===== src/rtl/instr_encode_loader.sv =====
// ---------------------------------------------------------------------------
// instr_encode_loader
//   Packs field-level instruction requests into 32-bit core ISA words and
//   writes them to instruction memory at consecutive addresses starting from
//   a base latched on start. Encoded words wait in a small FIFO in front of a
//   single-entry write port register.
//
// Ports
//   clk, rst           clock (rising edge) / synchronous active-low reset
//   start, base_addr   begin a session (IDLE only), latch first address
//   in_valid/in_ready  request handshake; in_last marks the final request
//   in_class .. in_imm instruction fields to encode
//   mem_we/addr/wdata  write request, held stable until mem_ack
//   mem_ack            write complete (ignored while mem_we is low)
//   busy, done         state != IDLE / one-cycle end-of-session pulse
//   word_count         words written this session
//   wrap_err           sticky: address counter wrapped past all-ones
// ---------------------------------------------------------------------------
// state  | meaning
// IDLE   | waiting for start
// RUN    | accepting requests, writing as words become available
// DRAIN  | last request taken, flushing FIFO and pending write
// DONE   | single cycle, done asserted
// ---------------------------------------------------------------------------
module instr_encode_loader #(
  parameter int ADDR_W = 10,
  parameter int DEPTH  = 4
) (
  input  logic              clk,
  input  logic              rst,
  input  logic              start,
  input  logic [ADDR_W-1:0] base_addr,
  input  logic              in_valid,
  output logic              in_ready,
  input  logic              in_last,
  input  logic [1:0]        in_class,
  input  logic              in_special,
  input  logic              in_set_flags,
  input  logic [2:0]        in_alu_op,
  input  logic [3:0]        in_dest,
  input  logic [3:0]        in_src1,
  input  logic [3:0]        in_src2,
  input  logic [15:0]       in_imm,
  output logic              mem_we,
  output logic [ADDR_W-1:0] mem_addr,
  output logic [31:0]       mem_wdata,
  input  logic              mem_ack,
  output logic              busy,
  output logic              done,
  output logic [ADDR_W:0]   word_count,
  output logic              wrap_err
);

  localparam int PTR_W = $clog2(DEPTH);
  localparam int CNT_W = PTR_W + 1;

  typedef enum logic [1:0] {
    ST_IDLE  = 2'd0,
    ST_RUN   = 2'd1,
    ST_DRAIN = 2'd2,
    ST_DONE  = 2'd3
  } state_t;

  state_t state_q, state_d;

  logic [31:0]       fifo_q [DEPTH];
  logic [PTR_W-1:0]  wr_ptr_q, rd_ptr_q;
  logic [CNT_W-1:0]  cnt_q;
  logic              we_q;
  logic [ADDR_W-1:0] addr_q;
  logic [31:0]       wdata_q;
  logic [ADDR_W:0]   wc_q;
  logic              wrap_q;

  logic              fifo_full, fifo_empty;
  logic              push, ack, load;
  logic [16:0]       enc_low;
  logic [31:0]       enc_word;

  assign fifo_full  = (cnt_q == CNT_W'(DEPTH));
  assign fifo_empty = (cnt_q == '0);

  // Full comes from the registered count, so a same-cycle pop never frees a slot.
  assign in_ready = (state_q == ST_RUN) && !fifo_full;
  assign push     = in_valid && in_ready;
  assign ack      = mem_ack && we_q;
  // The head moves into the write register either when the port is idle or
  // on the ack edge of the current write, giving one word per cycle.
  assign load     = !fifo_empty && (!we_q || ack);

  // Register-form words carry src2 and zero padding; all others carry imm.
  assign enc_low  = (in_class == 2'b01) ? {in_src2, 13'b0} : {1'b0, in_imm};
  assign enc_word = {in_class, in_special, in_set_flags, in_alu_op,
                     in_dest, in_src1, enc_low};

  always_comb begin
    state_d = state_q;
    case (state_q)
      ST_IDLE:  if (start) state_d = ST_RUN;
      ST_RUN:   if (push && in_last) state_d = ST_DRAIN;
      ST_DRAIN: if (fifo_empty && !we_q) state_d = ST_DONE;
      ST_DONE:  state_d = ST_IDLE;
      default:  state_d = ST_IDLE;
    endcase
  end

  always_ff @(posedge clk) begin
    if (!rst) state_q <= ST_IDLE;
    else      state_q <= state_d;
  end

  // Storage needs no reset: pointers and count define what is valid.
  always_ff @(posedge clk) begin
    if (push) fifo_q[wr_ptr_q] <= enc_word;
  end

  always_ff @(posedge clk) begin
    if (!rst) begin
      wr_ptr_q <= '0;
      rd_ptr_q <= '0;
      cnt_q    <= '0;
      we_q     <= 1'b0;
      addr_q   <= '0;
      wdata_q  <= '0;
      wc_q     <= '0;
      wrap_q   <= 1'b0;
    end else begin
      if (push) wr_ptr_q <= wr_ptr_q + PTR_W'(1);
      if (load) rd_ptr_q <= rd_ptr_q + PTR_W'(1);

      if (push && !load)      cnt_q <= cnt_q + CNT_W'(1);
      else if (!push && load) cnt_q <= cnt_q - CNT_W'(1);

      if (load) begin
        we_q    <= 1'b1;
        wdata_q <= fifo_q[rd_ptr_q];
      end else if (ack) begin
        we_q    <= 1'b0;
      end

      if (state_q == ST_IDLE && start) begin
        addr_q <= base_addr;
        wc_q   <= '0;
        wrap_q <= 1'b0;
      end else if (ack) begin
        addr_q <= addr_q + ADDR_W'(1);
        wc_q   <= wc_q + (ADDR_W+1)'(1);
        if (&addr_q) wrap_q <= 1'b1;
      end
    end
  end

  assign mem_we     = we_q;
  assign mem_addr   = addr_q;
  assign mem_wdata  = wdata_q;
  assign busy       = (state_q != ST_IDLE);
  assign done       = (state_q == ST_DONE);
  assign word_count = wc_q;
  assign wrap_err   = wrap_q;

endmodule

===== config.mk =====
export PLATFORM = sky130hd
export DESIGN_NAME = instr_encode_loader
export DESIGN_NICKNAME = d
export VERILOG_FILES = /design/src/rtl/instr_encode_loader.sv
export SDC_FILE = /design/constraint.sdc
export NUM_CORES = 1
export LEC_CHECK = 0
export BUFFER_PORTS_ARGS = -buffer_cell sky130_fd_sc_hd__buf_2
export CORE_MARGIN = 5
export CORE_UTILIZATION = 51
export DETAILED_ROUTE_END_ITERATION = 16
export PLACE_DENSITY = 0.86
export SETUP_SLACK_MARGIN = 0.3
export SLEW_MARGIN = 10
export SYNTH_ARGS = -nofsm -noshare
export SYNTH_HDL_FRONTEND = slang
export SYNTH_SLANG_ARGS = --single-unit

===== constraint.sdc =====
create_clock -name clk -period 2.4 [get_ports clk]
set_input_delay 0.36 -clock clk [delete_from_list [all_inputs] [get_ports clk]]
set_output_delay 0.36 -clock clk [all_outputs]
set_load 0.03 [all_outputs]

Yosys cells after proc, flatten, opt, wreduce, memory -nomap -nowiden
Memories as Yosys holds them, arrays and structs flattened. A register that Yosys moved wholly into a read port is not among the register bits.
Cells that the tools add are included.
{"block": "totals", "regBits": 32, "ramBits": 128, "inputBits": 51, "output_inout_bits": 58, "elab_cells": 62, "mem_count": 1}
{"memory": "fifo_q", "depth": 4, "word_bits": 32, "rd": 1, "rd_ports_with_merged_regs": 1, "write_ports": 1, "line_no": "66", "rtl": "logic [31:0] fifo_q [DEPTH];"}
{"block": "classes", "n_addsub": 6, "eq_ne": 8, "n_mux": 13, "bitwise": 1, "reduce_logical": 25}
{"op": "2-to-1 mux 10 bit", "n": 2}
{"op": "2-to-1 mux 17 bit", "n": 1}
{"op": "adder 11 x 1 -> 11 bit (second input constant)", "n": 1}
{"op": "AND reduction 11 bit", "n": 1}
{"op": "adder 10 x 1 -> 10 bit (second input constant)", "n": 1}
{"op": "logical AND 1 bit", "n": 9}
{"op": "case mux 2 bit (4 select lines)", "n": 1}
{"op": "nonzero test 2 bit", "n": 4}
{"op": "zero test 1 bit", "n": 6}
{"op": "2-to-1 mux 2 bit", "n": 3}
{"op": "2-to-1 mux 3 bit", "n": 2}
{"op": "adder 2 x 1 -> 2 bit (second input constant)", "n": 2}
{"op": "== test 2 x 1 -> 1 bit (second input constant)", "n": 2}
{"op": "== test 2 bit (second input constant)", "n": 2}
{"op": "2-to-1 mux 1 bit", "n": 4}
{"op": "inequality test 2 bit (second input constant)", "n": 2}
{"op": "adder 3 x 1 -> 3 bit (second input constant)", "n": 1}
{"op": "== test 3 bit (second input constant)", "n": 1}
{"op": "zero test 3 bit", "n": 1}
{"op": "AND reduction 3 bit", "n": 1}
{"op": "subtractor 3 x 1 -> 3 bit (second input constant)", "n": 1}
{"op": "zero test 2 bit", "n": 1}
{"op": "inequality test 2 x 1 -> 1 bit (second input constant)", "n": 1}
{"op": "OR reduction 2 bit", "n": 1}
{"op": "2 further kinds", "n": 2}

Logic depth before layout (Yosys ltp)
Gate-level depths: netlist (run 1).
{"block": "logic_depth", "depth_word": 8, "mapped_depth": 12, "ltp_nobuf": 9}

Least setup slack after synthesis (run 1)
Ideal clock, no wire load.
{"block": "synth_path", "path_kind": "register -> register", "startpoint": "register we_q, in the netlist mem_we", "endpoint": "register cnt_q[2]", "setup_time_ns": 0.076, "arrival_ns": 2.409, "required_ns": 2.324, "slack_ns": -0.085, "path_stages_with_launch": 13, "n_path_buf": 3, "period_less_slack_ns": 2.485, "path_cell_list": "dfxtp_1 -> buf_2 -> nand2b_1 -> and2_4 -> buf_6 -> clkinv_4 -> buf_6 -> ha_1 -> inv_1 -> fa_1 -> xor2_1 -> or3_1 -> a21boi_0"}
{"block": "synth_between", "elab_chain_len": 6, "elab_cells_between_ends": 9, "cone_classes": "mux: 1; reduce/logical: 8"}
{"item": "start, declared", "line_no": "69", "rtl": "logic we_q;"}
{"item": "start signal, assigned", "line_no": "122", "rtl": "we_q <= 1'b0;"}
{"item": "start signal, assigned", "line_no": "135", "rtl": "we_q <= 1'b1;"}
{"item": "start signal, assigned", "line_no": "138", "rtl": "we_q <= 1'b0;"}
{"item": "zero test 1 bit / logical AND 1 bit (equally long branches)", "line_no": "89, 86"}
{"item": "logical OR 1 bit *", "line_no": "89", "rtl": "assign load = !fifo_empty && (!we_q || ack);"}
{"item": "logical AND 1 bit *", "line_no": "89"}
{"item": "zero test 1 bit", "line_no": "131", "rtl": "if (push && !load) cnt_q <= cnt_q + CNT_W'(1);"}
{"item": "logical AND 1 bit", "line_no": "131"}
{"item": "2-to-1 mux 3 bit / nonzero test 2 bit (equally long branches)"}
{"item": "end signal, assigned", "line_no": "131"}
{"item": "end signal, assigned", "line_no": "132", "rtl": "else if (!push && load) cnt_q <= cnt_q - CNT_W'(1);"}
{"item": "end, declared", "line_no": "68", "rtl": "logic [CNT_W-1:0] cnt_q;"}
Every way passes the cells marked *; elsewhere a longest branch is shown, timed or not.
A chain may end at the register's enable or synchronous reset.

Worst setup path in the final report (run 1)
{"block": "layout_path", "startpoint": "register cnt_q[2]", "endpoint": "register cnt_q[2]"}
{"block": "layout_between", "elab_chain_len": 7, "elab_cells_between_ends": 16, "cone_classes": "add/sub: 2; eq/ne: 1; mux: 2; reduce/logical: 11"}
{"item": "parallel branches: the longest is 7 deep, another holds subtractor 3 x 1 -> 3 bit"}
Parallel ways; which one is timed is not known. The select of a mux whose other input is x is not followed.

==> impl_metrics.yaml, run 1 <==
yosys:
  synth_fp_nets: 585
  ys_async_sr_fraction: 0
  ys_warn_count: 0
  synth_top_family_by_area: "multiplexers"
  synth.area.top_cells: "edfxtp_1 (50%), dfxtp_1 (17%), mux4_2 (9.3%)"
  syn_area_um2: 7720
  synth_top_cell_by_area: "edfxtp_1"
  yosys_register_bits: 192
  synthXorXnorAreaFrac: 0.0238
  synth_top_area_frac: 0.498
  syn_inst: 521
  synth_fa_ha_area_frac: 0.0220
  synth_simple_gate_area_share: 0.0921
  synth_top_flop_cell: "edfxtp_1"
  syn_avg_cell_area_um2: 14.8
  synthMuxAreaShare: 0.102
  ys_seq_area_frac: 0.664
  synth.distinct_cells: 37
  synth-edff-count: 128
  synth_compound_area_frac: 0.0687
timing:
  setup_viol: 0
  skew_ns: 0.00846
  setup_tns_ns: 0
  maxSlewViolCount: 0
  hold_viol: 0
  rsz0062_at_grt: "true"
  slew_headroom: 0.550
  max_clock_freq_ghz: 0.481
  fin_crit_ns: 2.08
  worst_slew_pin_slew_ns: 0.674
  fin_crit_sh: 0.865
layout:
  nets: 699
  multi_input_area_um2: 2410
  layout_common_cells: "edfxtp_1 (128), buf_2 (108), nand2_1 (78)"
  areaGrowthSynthToFinish_pct: 18.0
  ff_latch_area_um2: 5140
  antenna_cells: 0
  finalCoreUtilization: 0.606
  drive_above_1_share: 0.360
  final_common_cell: "edfxtp_1"
  fillers: 1106
power_and_ir_drop:
  leakagePower_nw: 3.33
  p_per_area_nw_per_um2: 1110
  irDropWorstVdd_v: 0.000619
clocking:
  cts_buffer_depth: 2
  cts_tree: "done"
  cts_made_buffers: 17
  clkLatencyLatePin_ns: 0.43
  clkSinkCount: 192
  clkTransAtPathRegs_ns: 0.07
  h-tree-depth: 4
  cts_root_buf: "clkbuf_16"
floorplanning:
  die_y_um: 133
  die_area_um2: 17700
  core_um2: 15000
  ios: 109
  initial_utilization: 0.513
  die_w_um: 133
  placementRows: 45
run_status:
  status: "complete, no violations"
critical_path:
  crit_path_max_incr_delay_ns: 0.39
  critPathKind: "reg -> reg"
  critical_path.max_fanout: 3
  critPathCaptureType: "flip-flop"
  critPathSlowestCell: "or3_4"
  cp_cell_sequence: "or3_4 -> and2_4 -> clkinv_4 -> ha_4 -> inv_1 -> fa_2 -> xor2_1 -> or3_1 -> a21boi_2"
  cp.required_ns: 2.76
  arrival_ns: 2.44
  start_kind: "flip-flop"
route:
  wl_per_cell_um: 18.5
  viasPerCell: 5.51
  drtIter0Drc: 288
  drt_wl_total_um: 15500
  vias: 4605
  drc: 0
  antenna_left: 0
  first_pass_iters: 6
grt:
  overflow: 0
  antenna_found_initial: 1
  track_usage: 0.181
  grt_pass1_vias: 4863
  grt_first_pass_wirelength_um: 24800
  grt_max_degree: 34
placed_design:
  hpwl_um: 10100
  routabilityCongestion: 0.784
  port_buffers: 108
run:
  maxCapViolations: 0
worst_hold_path:
  min_path_type: "in -> reg"
-- state kept, by name (all words and copies together) (netlist names), 2 cells and up --
register	count
mem_wdata	32
word_count	11
wr_ptr_q	2
rd_ptr_q	2
fifo_q	128
mem_addr	10
state_q	2
cnt_q	3
-- where the power goes --
group | switching (mW) | internal [mW] | leakage [nW]
sequential | 0.253 | 4.00 | 1.69
combinational | 1.97 | 1.21 | 1.37
clock | 1.15 | 1.54 | 0.273
total | 3.38 | 6.75 | 3.33
-- Yosys cell counts, types with 4 or more instances --
| master | count |
|---|---|
| xnor2_1 | 18 |
| inv_1 | 12 |
| mux4_2 | 32 |
| buf_2 | 6 |
| edfxtp_1 | 128 |
| and2_1 | 21 |
| buf_6 | 4 |
| nand4_1 | 4 |
| nor2_1 | 15 |
| clkbuf_1 | 15 |
| or3_1 | 4 |
| nor3_1 | 6 |
| a21oi_1 | 11 |
| ha_1 | 12 |
| o211a_1 | 4 |
| o21ai_0 | 13 |
| a21boi_0 | 5 |
| dfxtp_1 | 64 |
| nand3_1 | 10 |
| nand2_1 | 78 |
| a21boi_2 | 29 |
-- per-stage QoR --
| stage | power (mW) | cell area (um2) | setup WS (ns) | hold slack, ns | instances |
|---|---|---|---|---|---|
| finish | 10.1 | 9100 | 0.323 | 0.145 | 836 |
| global route | 10.6 | 9100 | 0.205 | 0.138 | 836 |
| CTS | 10.2 | 9100 | 0.299 | 0.131 | 836 |
| detailed placement | 7.46 | 8490 | 0.171 | 0.455 | 798 |
| global placement | 7.30 | 8490 | 0.289 | 0.450 | 798 |
| floorplan | 6.68 | 7740 | 0.131 | 0.459 | 521 |
-- cells by family (layout without fill, tap and decap cells) --
family | Yosys count | after routing
DFF | 192 | 192
and+or+nand+nor | 152 | 152
AOI/OAI and AO/OA | 63 | 63
buffers and inverters | 42 | 169
muxes | 38 | 38
xor gates and xnor gates | 21 | 21
adders and majority gates | 13 | 13
-- per-layer routing --
layer / global-route usage / vias to the layer above / part of all wire
li1: - / 2117 / -
met1: 0.216 / 2269 / 0.39
met2: 0.320 / 187 / 0.52
met3: 0.0445 / 30 / 0.069
met4: 0.0606 / 2 / 0.017
met5: 0 / - / 0.00045
-- worst max-delay path: cells and delay by family (launching register included) --
kind	cells	cell delay [ns]
xor gates and xnor gates	1	0.15
and+or+nand+nor	3	0.87
buffers and inverters	2	0.09
DFF	1	0.32
AOI/OAI and AO/OA	1	0.12
adders and majority gates	2	0.44
-- cell type report --
type                    instances  area share
clock buffers                  22      0.0488
flip-flops and latches        192       0.564
repair buffers                124      0.0781
clock inverters                10      0.0125
multi-input cells             287       0.265
inverters                      13     0.00591
well taps                     188      0.0258
-- worst paths after layout --
| kind | cells after the start | to | slack [ns] | from |
|---|---|---|---|---|
| setup / recovery | 9 | cnt_q[2]$_SDFFE_PN0P_ | 0.32 | cnt_q[2]$_SDFFE_PN0P_ |
| hold / removal | 1 | fifo_q[2][27]$_DFFE_PP_ | 0.14 | in_alu_op[2] |
| setup reg to reg | 9 | cnt_q[2]$_SDFFE_PN0P_ | 0.32 | cnt_q[2]$_SDFFE_PN0P_ |
| hold reg to reg | 2 | mem_wdata[24]$_SDFFE_PN0P_ | 0.46 | mem_wdata[24]$_SDFFE_PN0P_ |
-- repair_timing --
| item | in CTS | in global routing |
|---|---|---|
| gates resized for setup | 3 | 2 |
| pin swaps | 3 | 1 |
| hold buffers | 0 | 0 |
| setup buffers | 6 | 0 |
| setup endpoints to repair | 1 | 2 |
| gates cloned | 0 | 0 |
Power figures use the tool's default switching activity.
==> run 2, diff against run 1 <==
--- a/config.mk
+++ b/config.mk
@@ -6,9 +6,11 @@
 export NUM_CORES = 1
 export LEC_CHECK = 0
 export BUFFER_PORTS_ARGS = -buffer_cell sky130_fd_sc_hd__buf_2
+export CAP_MARGIN = 40
 export CORE_MARGIN = 5
 export CORE_UTILIZATION = 51
 export DETAILED_ROUTE_END_ITERATION = 16
+export MAX_ROUTING_LAYER = met4
 export PLACE_DENSITY = 0.86
 export SETUP_SLACK_MARGIN = 0.3
 export SLEW_MARGIN = 10
==> impl_metrics.yaml, run 2 (synthesized netlist as in run 1, its figures left out) <==
run_status:
  status: "complete, no violations"
timing:
  slew_headroom: 0.560
  setup_tns_ns: 0
  hold_viol: 0
  fin_ws_ns: 0.323
  maxSlewViolCount: 0
  rsz0062_at_grt: "true"
  worst_slew_pin_slew_ns: 0.660
  skew_ns: 0.0145
  fin_crit_sh: 0.866
  fin_crit_ns: 2.08
  max_clock_freq_ghz: 0.481
  setup_viol: 0
route:
  viasPerCell: 5.46
  drt_wl_total_um: 15500
  drc: 0
  drtIter0Drc: 268
  wl_per_cell_um: 18.5
  first_pass_iters: 4
  vias: 4567
  antenna_left: 0
floorplanning:
  ios: 109
  die_y_um: 133
  die_area_um2: 17700
  core_um2: 15000
  placementRows: 45
  die_w_um: 133
  initial_utilization: 0.513
clocking:
  cts_tree: "done"
  clkSinkCount: 192
  cts_root_buf: "clkbuf_16"
  cts_buffer_depth: 2
  cts_made_buffers: 17
  h-tree-depth: 4
  clkLatencyLatePin_ns: 0.43
  clkTransAtPathRegs_ns: 0.07
layout:
  layout_common_cells: "edfxtp_1 (128), buf_2 (108), nand2_1 (78)"
  fin_cells: 837
  ff_latch_area_um2: 5140
  nets: 699
  drive_above_1_share: 0.360
  fillers: 1105
  largest_register_ff_count: 128
  regMostFlops: "fifo_q"
  multi_input_area_um2: 2410
  areaGrowthSynthToFinish_pct: 18.0
  finalCoreUtilization: 0.606
  final_common_cell: "edfxtp_1"
grt:
  grt_max_degree: 34
  overflow: 0
  grt_pass1_vias: 4859
  antenna_found_initial: 1
  track_usage: 0.186
  grt_first_pass_wirelength_um: 24800
worst_hold_path:
  min_path_type: "in -> reg"
run:
  maxCapViolations: 0
critical_path:
  critical-path-top-delay-family: "simple AND/OR/NAND/NOR gates"
  reg2reg_depth: 9
  crit_start: "cnt_q[2]$_SDFFE_PN0P_"
  cp_cell_sequence: "or3_4 -> and2_4 -> clkinv_4 -> ha_4 -> inv_1 -> fa_2 -> xor2_1 -> or3_1 -> a21boi_2"
  arrival_ns: 2.44
  worst-path-stages: 9
  start_kind: "flip-flop"
  crit_path_max_incr_delay_ns: 0.39
  critPathKind: "reg -> reg"
  r2r-start: "cnt_q[2]$_SDFFE_PN0P_"
  critPathCaptureType: "flip-flop"
  cp.required_ns: 2.76
  rrSetupSlack_ns: 0.32
  critPathSlowestCell: "or3_4"
  critical_path.max_fanout: 3
  r2r-end: "cnt_q[2]$_SDFFE_PN0P_"
  critPathCapture: "cnt_q[2]$_SDFFE_PN0P_"
  critPathBufInv: 2
placed_design:
  port_buffers: 108
  hpwl_um: 10100
  place_ws_ns: 0.171
  dp_cells: 798
  routabilityCongestion: 0.794
power_and_ir_drop:
  p_per_area_nw_per_um2: 1110
  leakagePower_nw: 3.33
  irDropWorstVdd_v: 0.000615
## run 2: cell types whose count changed in the layout (fill, tap and decap cells not counted), sizes merged
cell,delta
diode,+1
## run 2: cell type report
| class | instances | area share |
|---|---|---|
| diodes | 1 | 0.000275 |
| well taps | 188 | 0.0258 |
| multi-input cells | 287 | 0.265 |
| clock inverters | 10 | 0.0125 |
| inverters | 13 | 0.00591 |
| repair buffers | 124 | 0.0780 |
| clock buffers | 22 | 0.0488 |
| flip-flops and latches | 192 | 0.564 |
## run 2: repair_timing
action                                  CTS  global route
buffers inserted                          6             0
endpoints found under the setup margin    1             2
pin swaps                                 3             1
hold buffers                              0             0
gates resized for setup                   3             2
## run 2: how the worst min path moves through the flow
stage	start	to	cells after the start
after floorplan	in_src1[0]	fifo_q[0][17]$_DFFE_PP_	0
after global placement	mem_wdata[11]$_SDFFE_PN0P_	mem_wdata[11]$_SDFFE_PN0P_	2
after detailed placement	mem_wdata[24]$_SDFFE_PN0P_	mem_wdata[24]$_SDFFE_PN0P_	2
after CTS	in_alu_op[2]	fifo_q[2][27]$_DFFE_PP_	1
after global routing	in_alu_op[2]	fifo_q[2][27]$_DFFE_PP_	1
final	in_alu_op[2]	fifo_q[2][27]$_DFFE_PP_	1
## run 2: metal layers
metal,part of all wire,routed length [um],GRT usage
met1,0.39,6090,0.217
met2,0.52,8100,0.320
met3,0.074,1150,0.0437
met4,0.011,177,0.0606
met5,0,0,-
## run 2: where the power goes
part	switching, mW	internal [mW]	total (mW)
Clock	1.15	1.53	2.69
Combinational	1.97	1.21	3.18
Sequential	0.254	4.00	4.25
## run 2: through the flow
step / hold slack [ns] / power, mW / area (um2)
after floorplan: 0.459 / 6.68 / 7740
after global placement: 0.450 / 7.30 / 8490
after detailed placement: 0.455 / 7.46 / 8490
after CTS: 0.131 / 10.2 / 9100
after global routing: 0.138 / 10.6 / 9110
final: 0.144 / 10.1 / 9110
==> run 3, diff against run 2 <==
--- a/config.mk
+++ b/config.mk
@@ -7,11 +7,13 @@
 export LEC_CHECK = 0
 export BUFFER_PORTS_ARGS = -buffer_cell sky130_fd_sc_hd__buf_2
 export CAP_MARGIN = 40
+export CELL_PAD_IN_SITES_DETAIL_PLACEMENT = 1
+export CELL_PAD_IN_SITES_GLOBAL_PLACEMENT = 1
 export CORE_MARGIN = 5
-export CORE_UTILIZATION = 51
+export CORE_UTILIZATION = 43
 export DETAILED_ROUTE_END_ITERATION = 16
 export MAX_ROUTING_LAYER = met4
-export PLACE_DENSITY = 0.86
+export PLACE_DENSITY = 0.87
 export SETUP_SLACK_MARGIN = 0.3
 export SLEW_MARGIN = 10
 export SYNTH_ARGS = -nofsm -noshare
==> impl_metrics.yaml, run 3 (synthesized netlist as in run 1, its figures left out) <==
critical_path:
  critPathKind: "reg -> reg"
  cp.required_ns: 2.75
  critical_path.max_fanout: 5
  critPathBufInv: 2
  crit_top_cell: "or3_4"
  arrival_ns: 2.57
  critPathSlowestCell: "or3_4"
  reg2reg_depth: 9
  worst-path-stages: 9
  critical-path-top-delay-family: "simple AND/OR/NAND/NOR gates"
  crit_path_max_incr_delay_ns: 0.40
  critPathCaptureType: "flip-flop"
  cp_cell_sequence: "or3_4 -> and2_4 -> clkinv_4 -> ha_4 -> inv_1 -> fa_2 -> xor2_1 -> or3_4 -> a21boi_2"
  start_kind: "flip-flop"
timing:
  skew_ns: 0.00844
  rsz0062_at_grt: "true"
  fin_crit_sh: 0.923
  setup_viol: 0
  fin_crit_ns: 2.22
  slew_headroom: 0.563
  whs_ns: 0.145
  max_clock_freq_ghz: 0.451
  setup_tns_ns: 0
  worst_slew_pin_slew_ns: 0.655
  maxSlewViolCount: 0
  hold_viol: 0
floorplanning:
  die_area_um2: 20700
  ios: 109
  initial_utilization: 0.433
  placementRows: 49
  core_um2: 17800
  die_y_um: 144
  die_w_um: 144
layout:
  layout_common_cells: "edfxtp_1 (128), buf_2 (108), nand2_1 (78)"
  drive_above_1_share: 0.362
  final_common_cell: "edfxtp_1"
  largest_register_ff_count: 128
  areaGrowthSynthToFinish_pct: 18.6
  nets: 697
  finalCoreUtilization: 0.513
  antenna_cells: 0
  design_area_um2: 9150
  regMostFlops: "fifo_q"
clocking:
  cts_made_buffers: 17
  clkLatencyLatePin_ns: 0.43
  cts_tree: "done"
  cts_root_buf: "clkbuf_16"
  clkSinkCount: 192
  cts_buffer_depth: 2
  clkTransAtPathRegs_ns: 0.07
  h-tree-depth: 4
route:
  drtIter0Drc: 192
  viasPerCell: 5.19
  antenna_left: 0
  wl_per_cell_um: 19.6
  drt_wl_total_um: 17200
  vias: 4545
  first_pass_iters: 4
  drc: 0
worst_hold_path:
  min_path_type: "in -> reg"
  min_path_cells: 1
power_and_ir_drop:
  p_per_area_nw_per_um2: 1110
  irDropWorstVdd_v: 0.000602
  leakagePower_nw: 3.33
grt:
  grt_first_pass_wirelength_um: 27300
  overflow: 0
  grt_max_degree: 45
  antenna_found_initial: 0
  track_usage: 0.179
  grt_pass1_vias: 5065
placed_design:
  place_area_um2: 8570
  routabilityCongestion: 0.852
  hpwl_um: 11800
  port_buffers: 108
run:
  maxCapViolations: 0
run_status:
  status: "complete, no violations"
## run 3: cell types whose count changed in the layout (fill, tap and decap cells not counted), moves of 2 or more
cell       previous run  this run
inv_4                 0         3
bufinv_16             2         0
inv_1                12        14
clkinv_2              4         1
buf_4                12         9
clkbuf_1              5         1
## run 3: stage by stage
stage	setup slack, ns	power (mW)	instances
after detailed placement	0.00666	7.58	842
after floorplan	0.131	6.68	521
after global placement	0.265	7.39	842
after CTS	0.186	10.3	875
after global routing	0.0888	10.7	875
final	0.184	10.2	875
## run 3: layout make-up
type	instances	area, um2
fillers	1774	8690
flip-flops and latches	192	5130
multi-input cells	287	2410
repair buffers	122	708
clock buffers	21	475
well taps	229	287
clock inverters	11	77.6
inverters	13	53.8
## run 3: final timing paths
path,startpoint,end,slack [ns]
min,in_set_flags,fifo_q[1][28]$_DFFE_PP_,0.14
max,cnt_q[2]$_SDFFE_PN0P_,cnt_q[2]$_SDFFE_PN0P_,0.18
max reg2reg,cnt_q[2]$_SDFFE_PN0P_,cnt_q[2]$_SDFFE_PN0P_,0.18
min reg2reg,mem_wdata[23]$_SDFFE_PN0P_,mem_wdata[23]$_SDFFE_PN0P_,0.47
## run 3: metal layers
metal	up-vias	wire [um]	track usage
met2	118	9070	0.312
met4	0	221	0.0545
li1	2109	-	-
met5	-	0	-
met3	17	850	0.0407
met1	2301	7050	0.207
## run 3: what timing repair did
item | in CTS | in global routing
resized for setup | 2 | 3
setup buffers | 1 | 0
setup endpoints to repair | 2 | 89
hold buffers | 0 | 0
pin swaps | 1 | 0
## run 3: report_power, final
part	internal, mW	switching, mW	total, mW
registers	4.00	0.322	4.32
clock network	1.44	1.23	2.67
logic	1.23	1.96	3.19
total	6.67	3.51	10.2
